**config.mk**
```make
export PLATFORM = sky130hd
export DESIGN_NAME = dfx_slot_sequencer
export DESIGN_NICKNAME = d
export VERILOG_FILES = /design/src/rtl/dfx_slot_sequencer.sv
export SDC_FILE = /design/constraint.sdc
export NUM_CORES = 1
export LEC_CHECK = 0
export ABC_AREA = 1
export BUFFER_PORTS_ARGS = -buffer_cell sky130_fd_sc_hd__buf_2
export CAP_MARGIN = 0
export CORE_ASPECT_RATIO = 1.5
export CORE_UTILIZATION = 40
export CTS_CLUSTER_SIZE = 40
export DETAILED_ROUTE_END_ITERATION = 10
export GPL_TIMING_DRIVEN = 0
export PLACE_DENSITY = 0.65
export RECOVER_POWER = 25
export SETUP_SLACK_MARGIN = 0.05
export SLEW_MARGIN = 20
export SYNTH_ARGS = -nofsm -noshare
export SYNTH_HDL_FRONTEND = slang
export SYNTH_SLANG_ARGS = --single-unit
export TNS_END_PERCENT = 20
```
**constraint.sdc**
```tcl
create_clock -name clk -period 1.9 [get_ports clk]
set_clock_uncertainty 0.05 [all_clocks]
set_input_delay 0.19 -clock clk [delete_from_list [all_inputs] [get_ports clk]]
set_output_delay 0.19 -clock clk [all_outputs]
set_load 0.02 [all_outputs]
```
**src/rtl/dfx_slot_sequencer.sv**
```systemverilog
// Slot-table sequencer: for each slot from 0 to end_cnt, issues MM2S/S2MM DMA
// commands, waits for both to complete, and writes status and profile back.
//
// state | meaning
// IDLE  | waiting for a start strobe
// LOAD  | latch slot fields, mark slot running
// ISSUE | present command valids until both are accepted or skipped
// WAIT  | collect completion pulses from both channels
// WB    | write done status and profile, then advance or finish
// FIN   | run complete, drop busy and raise done
// ERR   | write error status, raise seq_err
module dfx_slot_sequencer #(
  parameter int IDX_W  = 2,
  parameter int ADDR_W = 32,
  parameter int SIZE_W = 26,
  parameter int STAT_W = 2,
  parameter int PROF_W = 32
) (
  input  logic              clk,
  input  logic              reset,
  input  logic [3:0]        ctrl_data,
  input  logic              ctrl_set,
  input  logic [IDX_W-1:0]  end_cnt,
  output logic [IDX_W-1:0]  tbl_rd_index,
  input  logic [ADDR_W-1:0] tbl_src_addr,
  input  logic [ADDR_W-1:0] tbl_des_addr,
  input  logic [SIZE_W-1:0] tbl_src_size,
  input  logic [SIZE_W-1:0] tbl_des_size,
  output logic [ADDR_W-1:0] mm2s_cmd_addr,
  output logic [ADDR_W-1:0] s2mm_cmd_addr,
  output logic [SIZE_W-1:0] mm2s_cmd_size,
  output logic [SIZE_W-1:0] s2mm_cmd_size,
  output logic              mm2s_cmd_valid,
  output logic              s2mm_cmd_valid,
  input  logic              mm2s_cmd_ready,
  input  logic              s2mm_cmd_ready,
  input  logic              mm2s_done,
  input  logic              s2mm_done,
  input  logic              mm2s_err,
  input  logic              s2mm_err,
  output logic [IDX_W-1:0]  wb_index,
  output logic [STAT_W-1:0] wb_status,
  output logic              wb_set_status,
  output logic [PROF_W-1:0] wb_profile,
  output logic              wb_set_profile,
  output logic              seq_busy,
  output logic              seq_done,
  output logic              seq_err,
  output logic [IDX_W-1:0]  cur_cnt
);

  typedef enum logic [2:0] {
    S_IDLE, S_LOAD, S_ISSUE, S_WAIT, S_WB, S_FIN, S_ERR
  } state_t;

  localparam logic [STAT_W-1:0] ST_RUN  = STAT_W'(1);
  localparam logic [STAT_W-1:0] ST_DONE = STAT_W'(2);
  localparam logic [STAT_W-1:0] ST_ERR  = STAT_W'(3);

  state_t            state_q;
  logic [IDX_W-1:0]  cur_q, end_q;
  logic              stop_q, busy_q, done_q, err_q;
  logic [ADDR_W-1:0] mm_addr_q, s2_addr_q;
  logic [SIZE_W-1:0] mm_size_q, s2_size_q;
  logic              mm_vld_q, s2_vld_q;
  logic              mm_acc_q, s2_acc_q, mm_dn_q, s2_dn_q;
  logic [PROF_W-1:0] prof_q;
  logic [STAT_W-1:0] wb_status_q;
  logic              wb_set_status_q, wb_set_profile_q;
  logic [PROF_W-1:0] wb_profile_q;

  logic              ctrl_start, ctrl_stop, ctrl_clr;
  logic              mm_acc_d, s2_acc_d, mm_dn_d, s2_dn_d, any_err;
  logic [PROF_W-1:0] prof_d;
  logic              unused_ctrl;

  assign ctrl_start  = ctrl_set & ctrl_data[0];
  assign ctrl_stop   = ctrl_set & ctrl_data[1];
  assign ctrl_clr    = ctrl_set & ctrl_data[2];
  assign unused_ctrl = ctrl_data[3];

  assign mm_acc_d = mm_acc_q | (mm_vld_q & mm2s_cmd_ready);
  assign s2_acc_d = s2_acc_q | (s2_vld_q & s2mm_cmd_ready);
  assign mm_dn_d  = mm_dn_q | mm2s_done;
  assign s2_dn_d  = s2_dn_q | s2mm_done;
  assign any_err  = mm2s_err | s2mm_err;
  // Profile saturates rather than wrapping on very long transfers.
  assign prof_d   = (&prof_q) ? prof_q : prof_q + PROF_W'(1);

  always_ff @(posedge clk or negedge reset) begin
    if (!reset) begin
      state_q          <= S_IDLE;
      cur_q            <= '0;
      end_q            <= '0;
      stop_q           <= 1'b0;
      busy_q           <= 1'b0;
      done_q           <= 1'b0;
      err_q            <= 1'b0;
      mm_addr_q        <= '0;
      s2_addr_q        <= '0;
      mm_size_q        <= '0;
      s2_size_q        <= '0;
      mm_vld_q         <= 1'b0;
      s2_vld_q         <= 1'b0;
      mm_acc_q         <= 1'b0;
      s2_acc_q         <= 1'b0;
      mm_dn_q          <= 1'b0;
      s2_dn_q          <= 1'b0;
      prof_q           <= '0;
      wb_status_q      <= '0;
      wb_set_status_q  <= 1'b0;
      wb_set_profile_q <= 1'b0;
      wb_profile_q     <= '0;
    end else begin
      wb_set_status_q  <= 1'b0;
      wb_set_profile_q <= 1'b0;
      if (ctrl_stop && busy_q) stop_q <= 1'b1;

      case (state_q)
        S_IDLE: begin
          if (ctrl_clr) err_q <= 1'b0;
          // Clear is applied ahead of start within the same strobe.
          if (ctrl_start && (!err_q || ctrl_clr)) begin
            cur_q           <= '0;
            end_q           <= end_cnt;
            done_q          <= 1'b0;
            busy_q          <= 1'b1;
            wb_status_q     <= ST_RUN;
            wb_set_status_q <= 1'b1;
            state_q         <= S_LOAD;
          end
        end
        S_LOAD: begin
          mm_addr_q <= tbl_src_addr;
          mm_size_q <= tbl_src_size;
          s2_addr_q <= tbl_des_addr;
          s2_size_q <= tbl_des_size;
          mm_vld_q  <= (tbl_src_size != '0);
          s2_vld_q  <= (tbl_des_size != '0);
          mm_acc_q  <= (tbl_src_size == '0);
          s2_acc_q  <= (tbl_des_size == '0);
          mm_dn_q   <= (tbl_src_size == '0);
          s2_dn_q   <= (tbl_des_size == '0);
          prof_q    <= '0;
          state_q   <= S_ISSUE;
        end
        S_ISSUE, S_WAIT: begin
          if (any_err) begin
            mm_vld_q        <= 1'b0;
            s2_vld_q        <= 1'b0;
            wb_status_q     <= ST_ERR;
            wb_set_status_q <= 1'b1;
            err_q           <= 1'b1;
            busy_q          <= 1'b0;
            done_q          <= 1'b0;
            state_q         <= S_ERR;
          end else begin
            mm_vld_q <= mm_vld_q & ~mm2s_cmd_ready;
            s2_vld_q <= s2_vld_q & ~s2mm_cmd_ready;
            mm_acc_q <= mm_acc_d;
            s2_acc_q <= s2_acc_d;
            mm_dn_q  <= mm_dn_d;
            s2_dn_q  <= s2_dn_d;
            prof_q   <= prof_d;
            if (state_q == S_ISSUE) begin
              if (mm_acc_d && s2_acc_d) state_q <= S_WAIT;
            end else if (mm_dn_d && s2_dn_d) begin
              wb_status_q      <= ST_DONE;
              wb_set_status_q  <= 1'b1;
              wb_profile_q     <= prof_d;
              wb_set_profile_q <= 1'b1;
              state_q          <= S_WB;
            end
          end
        end
        S_WB: begin
          if ((cur_q == end_q) || stop_q || ctrl_stop) begin
            busy_q  <= 1'b0;
            done_q  <= 1'b1;
            state_q <= S_FIN;
          end else begin
            cur_q           <= cur_q + IDX_W'(1);
            wb_status_q     <= ST_RUN;
            wb_set_status_q <= 1'b1;
            state_q         <= S_LOAD;
          end
        end
        S_FIN: begin
          stop_q  <= 1'b0;
          state_q <= S_IDLE;
        end
        S_ERR: begin
          stop_q  <= 1'b0;
          state_q <= S_IDLE;
        end
        default: state_q <= S_IDLE;
      endcase
    end
  end

  assign tbl_rd_index   = cur_q;
  assign cur_cnt        = cur_q;
  assign wb_index       = cur_q;
  assign mm2s_cmd_addr  = mm_addr_q;
  assign mm2s_cmd_size  = mm_size_q;
  assign mm2s_cmd_valid = mm_vld_q;
  assign s2mm_cmd_addr  = s2_addr_q;
  assign s2mm_cmd_size  = s2_size_q;
  assign s2mm_cmd_valid = s2_vld_q;
  assign wb_status      = wb_status_q;
  assign wb_set_status  = wb_set_status_q;
  assign wb_profile     = wb_profile_q;
  assign wb_set_profile = wb_set_profile_q;
  assign seq_busy       = busy_q;
  assign seq_done       = done_q;
  assign seq_err        = err_q;

endmodule

```
==> flow_summary_export.csv, run 1 <==
group,metric,value,unit
setup_path,reg2reg_slack,0.09,ns
placed_design,post_dp_cell_area,11200,sq um
setup_path,cp.required,2.24,ns
floorplan,die_w,126,um
drt,drc_errors,0,
setup_path,path_class,"reg -> reg",
sta,hold_viol_final,0,
setup_path,ff2ff_path_depth,11,
hold_path,hold_end,"seq_done",
setup_path,reg2reg_to,"prof_q[1]",
final_layout,final_util,58.1,%
yosys,synth_cell_types,32,
clock_tree,cts-buffers-inserted,21,
hold_path,hold_class,"in -> reg",
setup_path,cp_max_fo,10,
drt,wl,30700,um
grt,grt_pass1_wl,48500,um
sta,period_needed,1.81,ns
drt,ant_nets,0,
setup_path,path_common_cell,"nand2_4",
final_layout,drive_above_1_share,26.9,%
final_layout,fillers,1937,
setup_path,startpoint_type,"register",
clock_tree,path_clk_slew,0.06,ns
setup_path,slowest_stage,"dfrtp_2",
yosys,yosysTopAreaCellShare,54.1,%
hold_path,min_from,"ctrl_data[1]",
drt,route.vias.total,9158,
setup_path,crit-reg2reg-launch,"prof_q[0]",
drt,first_iter_violations,437,
grt,grt_usage,25.9,%
yosys,yosysTopAreaCell,"dfrtp_1",
grt,grt_pass1_vias,9483,
placed_design,gp_congestion,0.986,
sta,maxSlewHeadroom,58.7,%
drt,viasPerCell,4.83,
grt,antenna_found_initial,1,
floorplan,rows,67,
placed_design,dp_hpwl,21800,um
floorplan,initial_core_util,41.2,%
final_layout,finalInstanceArea,13100,sq um
setup_path,path_cells,"ha_4, inv_2, nor2_8, nand2_4, nor2_8, nand2_4, buf_6, nand2_4, nand2_2, nand2_1, nand2_1",
pwr,ir_worst_vdd,1180,uV
final_layout,area_growth,41.1,%
floorplan,die_h,189,um
final_layout,final_nets,1739,
floorplan,pin_count,294,
yosys,ys_ff_latch,201,
hold_path,whs_path_depth,5,
sta,max_freq,0.551,GHz
yosys,syn-num-nets,1297,
drt,wl_per_cell,16.2,um
sta,finalCritPeriodShare,95.5,%
yosys,avgSynthCellArea,7.98,sq um
pwr,power_density,1400,nW/um^2
pwr,leakagePower,7.31,nW
floorplan,dieArea,23900,sq um
clock_tree,htree_num_levels,1,
yosys,ys_seq_area_share,54.1,%
grt,grt_overflow,0,
grt,grt_max_degree,95,
sta,rsz0062_at_grt,"true",
setup_path,path_buf_inv,2,
setup_path,worstPathArrival,2.15,ns
setup_path,endpoint_kind,"register",
yosys,netlist_area,9290,sq um
drt,drt_pass1_iterations,5,
placed_design,port_buffers,292,
sta,worst_pin_slew,0.619,ns
clock_tree,clk_latency,0.50,ns
job,drv_cap,0,
setup_path,cp_top_family,"simple AND/OR/NAND/NOR gates",
pwr,total_power,18.4,mW
sta,setup_viol,0,
yosys,synthTopCellsByArea,"dfrtp_1, nand2_1, inv_1",
run_status,status,"complete, no violations",
floorplan,core-area,22600,sq um
clock_tree,clkSinkCount,201,
clock_tree,cts_buffer_depth,3,
yosys,yosys_warnings,0,
yosys,syn_inst,1165,
clock_tree,cts_tree,"yes",
sta,maxSlewViolCount,0,
clock_tree,clockRootBuffer,"clkbuf_16",
setup_path,max_stage_delay,0.43,ns
kinds of logic after synthesis:
kind of cell,Yosys count,share of synthesized area (%)
AO/OA/AOI/OAI,83,5.16
XOR/XNOR,2,0.189
buffers and inverters,136,6.49
adder cells (fa/ha/maj),1,0.135
AND/OR/NAND/NOR,742,33.9
flip-flops,201,54.1
what timing repair did:
item                       CTS  global route
hold buffers               123             0
setup buffers                0             2
setup endpoints to repair   62            26
hold endpoints to repair   169             0
resized for setup            4             2
pin swaps                    0             2
Yosys cell counts (all sizes together):
cell type and number:
nor2 80, nand3 58, xnor2 2, or2 1, a21o 1, o21a 1
nand4 12, o21bai 2, nor3 5, inv 91, buf 41, o21ai 74
a311oi 1, ha 1, a21oi 3, dfrtp 201, nand2 586, a31oi 1
clkbuf 4
layout make-up:
class	count	area [sq um]	share of cell area [%]
flip-flops and latches	201	5030	38.4
diodes	1	2.50	0.0191
clock inverters	4	48.8	0.372
inverters	91	342	2.60
repair buffers	419	2770	21.1
well taps	276	345	2.63
plain buffers	45	262	1.99
multi-input cells	828	3680	28.1
clock buffers	32	627	4.78
tightest hold or removal path, stage by stage:
cell,delay [ns]
buf_2,0.08
a21oi_1,0.08
nand2_1,0.07
nand2_1,0.07
nand2_1,0.07
through the flow:
step,hold WS [ns],setup WS [ns],std cells,TNS (ns)
2_1_floorplan,-0.156,0.218,1165,0
3_3_place_gp,0.338,-2.95,1733,-587.92
3_5_place_dp,0.0735,-0.152,1735,-1.23
4_1_cts,0.0267,0.0752,1894,0
5_1_grt,0.0668,0.00253,1897,0
6_report,0.0516,0.0859,1897,0
registers in the layout, summed over array words and instances, names as in the netlist, 2 cells and up:
register,flops
mm2s_cmd_addr,32
prof_q,32
s2mm_cmd_addr,32
wb_profile,32
mm2s_cmd_size,26
s2mm_cmd_size,26
state_q,3
cur_cnt,2
end_q,2
wb_status,2
power breakdown:
part | leakage (nW) | internal, mW | switching, mW | total (mW)
logic | 4.39 | 2.48 | 5.05 | 7.52
clock network | 0.334 | 2.40 | 1.73 | 4.13
registers | 2.58 | 5.80 | 0.956 | 6.76
cell usage in the layout, fill, tap and decap left out, types with 2 or more instances in the layout:
cell,instances
nor2_2,3
buf_4,7
buf_2,323
a21oi_1,3
o21ai_2,13
nor2_1,70
clkbuf_16,21
o21ai_0,54
o21bai_1,2
xnor2_1,2
nand2_2,2
nor2_8,2
o21ai_1,7
nand2_1,580
nand4_1,12
buf_6,4
inv_1,85
buf_16,2
clkbuf_8,6
inv_2,6
nand3_1,30
nand2_4,4
nand3_2,28
dlygate4sd3_1,123
dfrtp_1,200
clkinv_2,2
nor2_4,5
clkbuf_1,8
nor3_1,4
worst max-delay path by stage:
stage,slack [ns],end,cells after the start,start
3_3_place_gp,-2.95,wb_set_status,1,reset
5_1_grt,0.003,prof_q[1],11,prof_q[0]
3_5_place_dp,-0.15,wb_profile[28],10,prof_q[0]
2_1_floorplan,0.22,prof_q[1],11,prof_q[0]
4_1_cts,0.08,wb_profile[1],11,prof_q[0]
6_report,0.09,prof_q[1],11,prof_q[0]
layer usage:
metal | vias up | track usage [%] | part of all wire [%]
li1 | 4468 | - | -
met1 | 4289 | 27.5 | 36
met2 | 311 | 47.9 | 53
met3 | 90 | 4.97 | 5.8
met4 | 0 | 13.5 | 4.8
met5 | - | 0 | 0
Power figures use the tool's default switching activity.
==> run 2: changes to the inputs <==
Clock period 1.9 ns to 1.8 ns, I/O delays scaled along.
==> flow_summary_export.csv, run 2 (synthesis gave the netlist of run 1 again) <==
group,metric,value,unit
run_status,status,"complete, no violations",
sta,hold_viol_final,0,
pwr,ir_worst_vdd,1250,uV
setup_path,ff2ff_path_depth,11,
sta,period_needed,1.72,ns
floorplan,initial_core_util,41.2,%
setup_path,reg2reg_to,"prof_q[1]",
hold_path,min_from,"ctrl_data[1]",
clock_tree,clockRootBuffer,"clkbuf_16",
drt,drc_errors,0,
drt,wl_per_cell,16.2,um
pwr,leakagePower,7.35,nW
final_layout,drive_above_1_share,27.7,%
drt,ant_nets,0,
floorplan,die_w,126,um
grt,grt_usage,25.9,%
grt,antenna_found_initial,1,
final_layout,layout_common_cells,"nand2_1, buf_2, dfrtp_1, dlygate4sd3_1, inv_1",
clock_tree,htree_num_levels,1,
drt,viasPerCell,4.84,
sta,max_freq,0.580,GHz
grt,grt_overflow,0,
setup_path,path_class,"reg -> reg",
setup_path,cp_max_fo,10,
clock_tree,cts_tree,"yes",
clock_tree,path_clk_slew,0.06,ns
sta,maxSlewHeadroom,59.5,%
clock_tree,cts-buffers-inserted,21,
floorplan,core-area,22600,sq um
hold_path,hold_end,"seq_done",
placed_design,dp_worst_setup_slack,-0.252,ns
final_layout,finalInstanceArea,13200,sq um
placed_design,port_buffers,292,
drt,first_iter_violations,428,
sta,finalCritPeriodShare,95.8,%
floorplan,pin_count,294,
placed_design,post_dp_cell_area,11200,sq um
clock_tree,cts_buffer_depth,3,
final_layout,final_util,58.6,%
setup_path,cp.required,2.14,ns
final_layout,area_growth,42.1,%
pwr,total_power,19.5,mW
grt,grt_pass1_vias,9528,
sta,rsz0062_at_grt,"true",
sta,fin_tns_setup,0,ns
floorplan,rows,67,
final_layout,layout.cells.most_common,"nand2_1",
sta,fin_ws,0.0752,ns
placed_design,dp_hpwl,21800,um
setup_path,endpoint_kind,"register",
drt,route.vias.total,9213,
final_layout,final_nets,1747,
hold_path,whs_path_depth,5,
sta,worst_pin_slew,0.608,ns
placed_design,gp_congestion,0.986,
hold_path,hold_class,"in -> reg",
clock_tree,clk_latency,0.50,ns
grt,grt_pass1_wl,48600,um
grt,grt_max_degree,95,
drt,wl,30800,um
floorplan,die_h,189,um
setup_path,startpoint_type,"register",
setup_path,crit-reg2reg-launch,"prof_q[1]",
drt,drt_pass1_iterations,5,
setup_path,worstPathArrival,2.06,ns
setup_path,reg2reg_slack,0.08,ns
clock_tree,clkSinkCount,201,
pwr,power_density,1480,nW/um^2
sta,setup_viol,0,
job,drv_cap,0,
sta,maxSlewViolCount,0,
floorplan,dieArea,23900,sq um
==> run 2: cell count changes in the layout (fill, tap and decap cells not counted), moves of 2 or more <==
| cell | previous run | this run |
|---|---|---|
| buf_2 | 323 | 319 |
| buf_4 | 7 | 16 |
| clkbuf_4 | 1 | 4 |
| nor2_1 | 70 | 67 |
| nor2_2 | 3 | 5 |
==> run 2: power breakdown <==
part	internal, mW	switching, mW	leakage, nW
logic	2.66	5.35	4.43
clock network	2.54	1.82	0.334
registers	6.13	0.999	2.58
total	11.3	8.17	7.35
==> run 2: worst max path at each step <==
stage | depth (start not counted) | slack (ns) | end | startpoint
6_report | 11 | 0.08 | prof_q[1] | prof_q[1]
5_1_grt | 9 | 0.004 | wb_profile[28] | prof_q[4]
4_1_cts | 7 | 0.05 | prof_q[16] | state_q[2]
3_5_place_dp | 10 | -0.25 | wb_profile[28] | prof_q[0]
3_3_place_gp | 1 | -3.04 | wb_set_status | reset
2_1_floorplan | 11 | 0.12 | prof_q[1] | prof_q[0]
==> run 2: repair_timing <==
item | in CTS | in global routing
setup endpoints to repair | 66 | 163
hold endpoints to repair | 172 | 0
pin swaps | 3 | 2
buffers inserted | 5 | 6
resized for setup | 4 | 13
hold buffers | 123 | 0
==> run 2: per-layer routing <==
| layer | routed length, um | track usage, % | part of all wire (%) |
|---|---|---|---|
| met1 | 11200 | 27.5 | 36 |
| met2 | 16200 | 47.8 | 53 |
| met3 | 1830 | 4.97 | 6.0 |
| met4 | 1600 | 14.1 | 5.2 |
| met5 | 0 | 0 | 0 |
==> run 2: final cells by class <==
type | count | area, sq um
Timing Repair Buffer | 428 | 2840
Buffer | 44 | 264
Fill cell | 1932 | 9350
Inverter | 91 | 342
Clock buffer | 32 | 627
Antenna cell | 1 | 2.50
Multi-Input combinational cell | 828 | 3700
Clock inverter | 4 | 48.8
Tap cell | 276 | 345
Sequential cell | 201 | 5030
==> run 2: through the flow <==
stage | instances | hold WS [ns]
after CTS | 1899 | 0.0167
after global placement | 1733 | 0.328
after floorplan | 1165 | -0.166
final | 1905 | 0.0467
after global routing | 1905 | 0.0568
after detailed placement | 1735 | 0.0635
==> run 2: critical path: stages, from the launching register on <==
cell and delay (ns):
dfrtp_1 0.41, ha_4 0.19, inv_2 0.08, nor2_8 0.16, nand2_4 0.09, nor2_8 0.13
nand2_4 0.08, buf_6 0.17, nand2_4 0.06, nand2_2 0.07, nand2_1 0.07, nand2_1 0.05
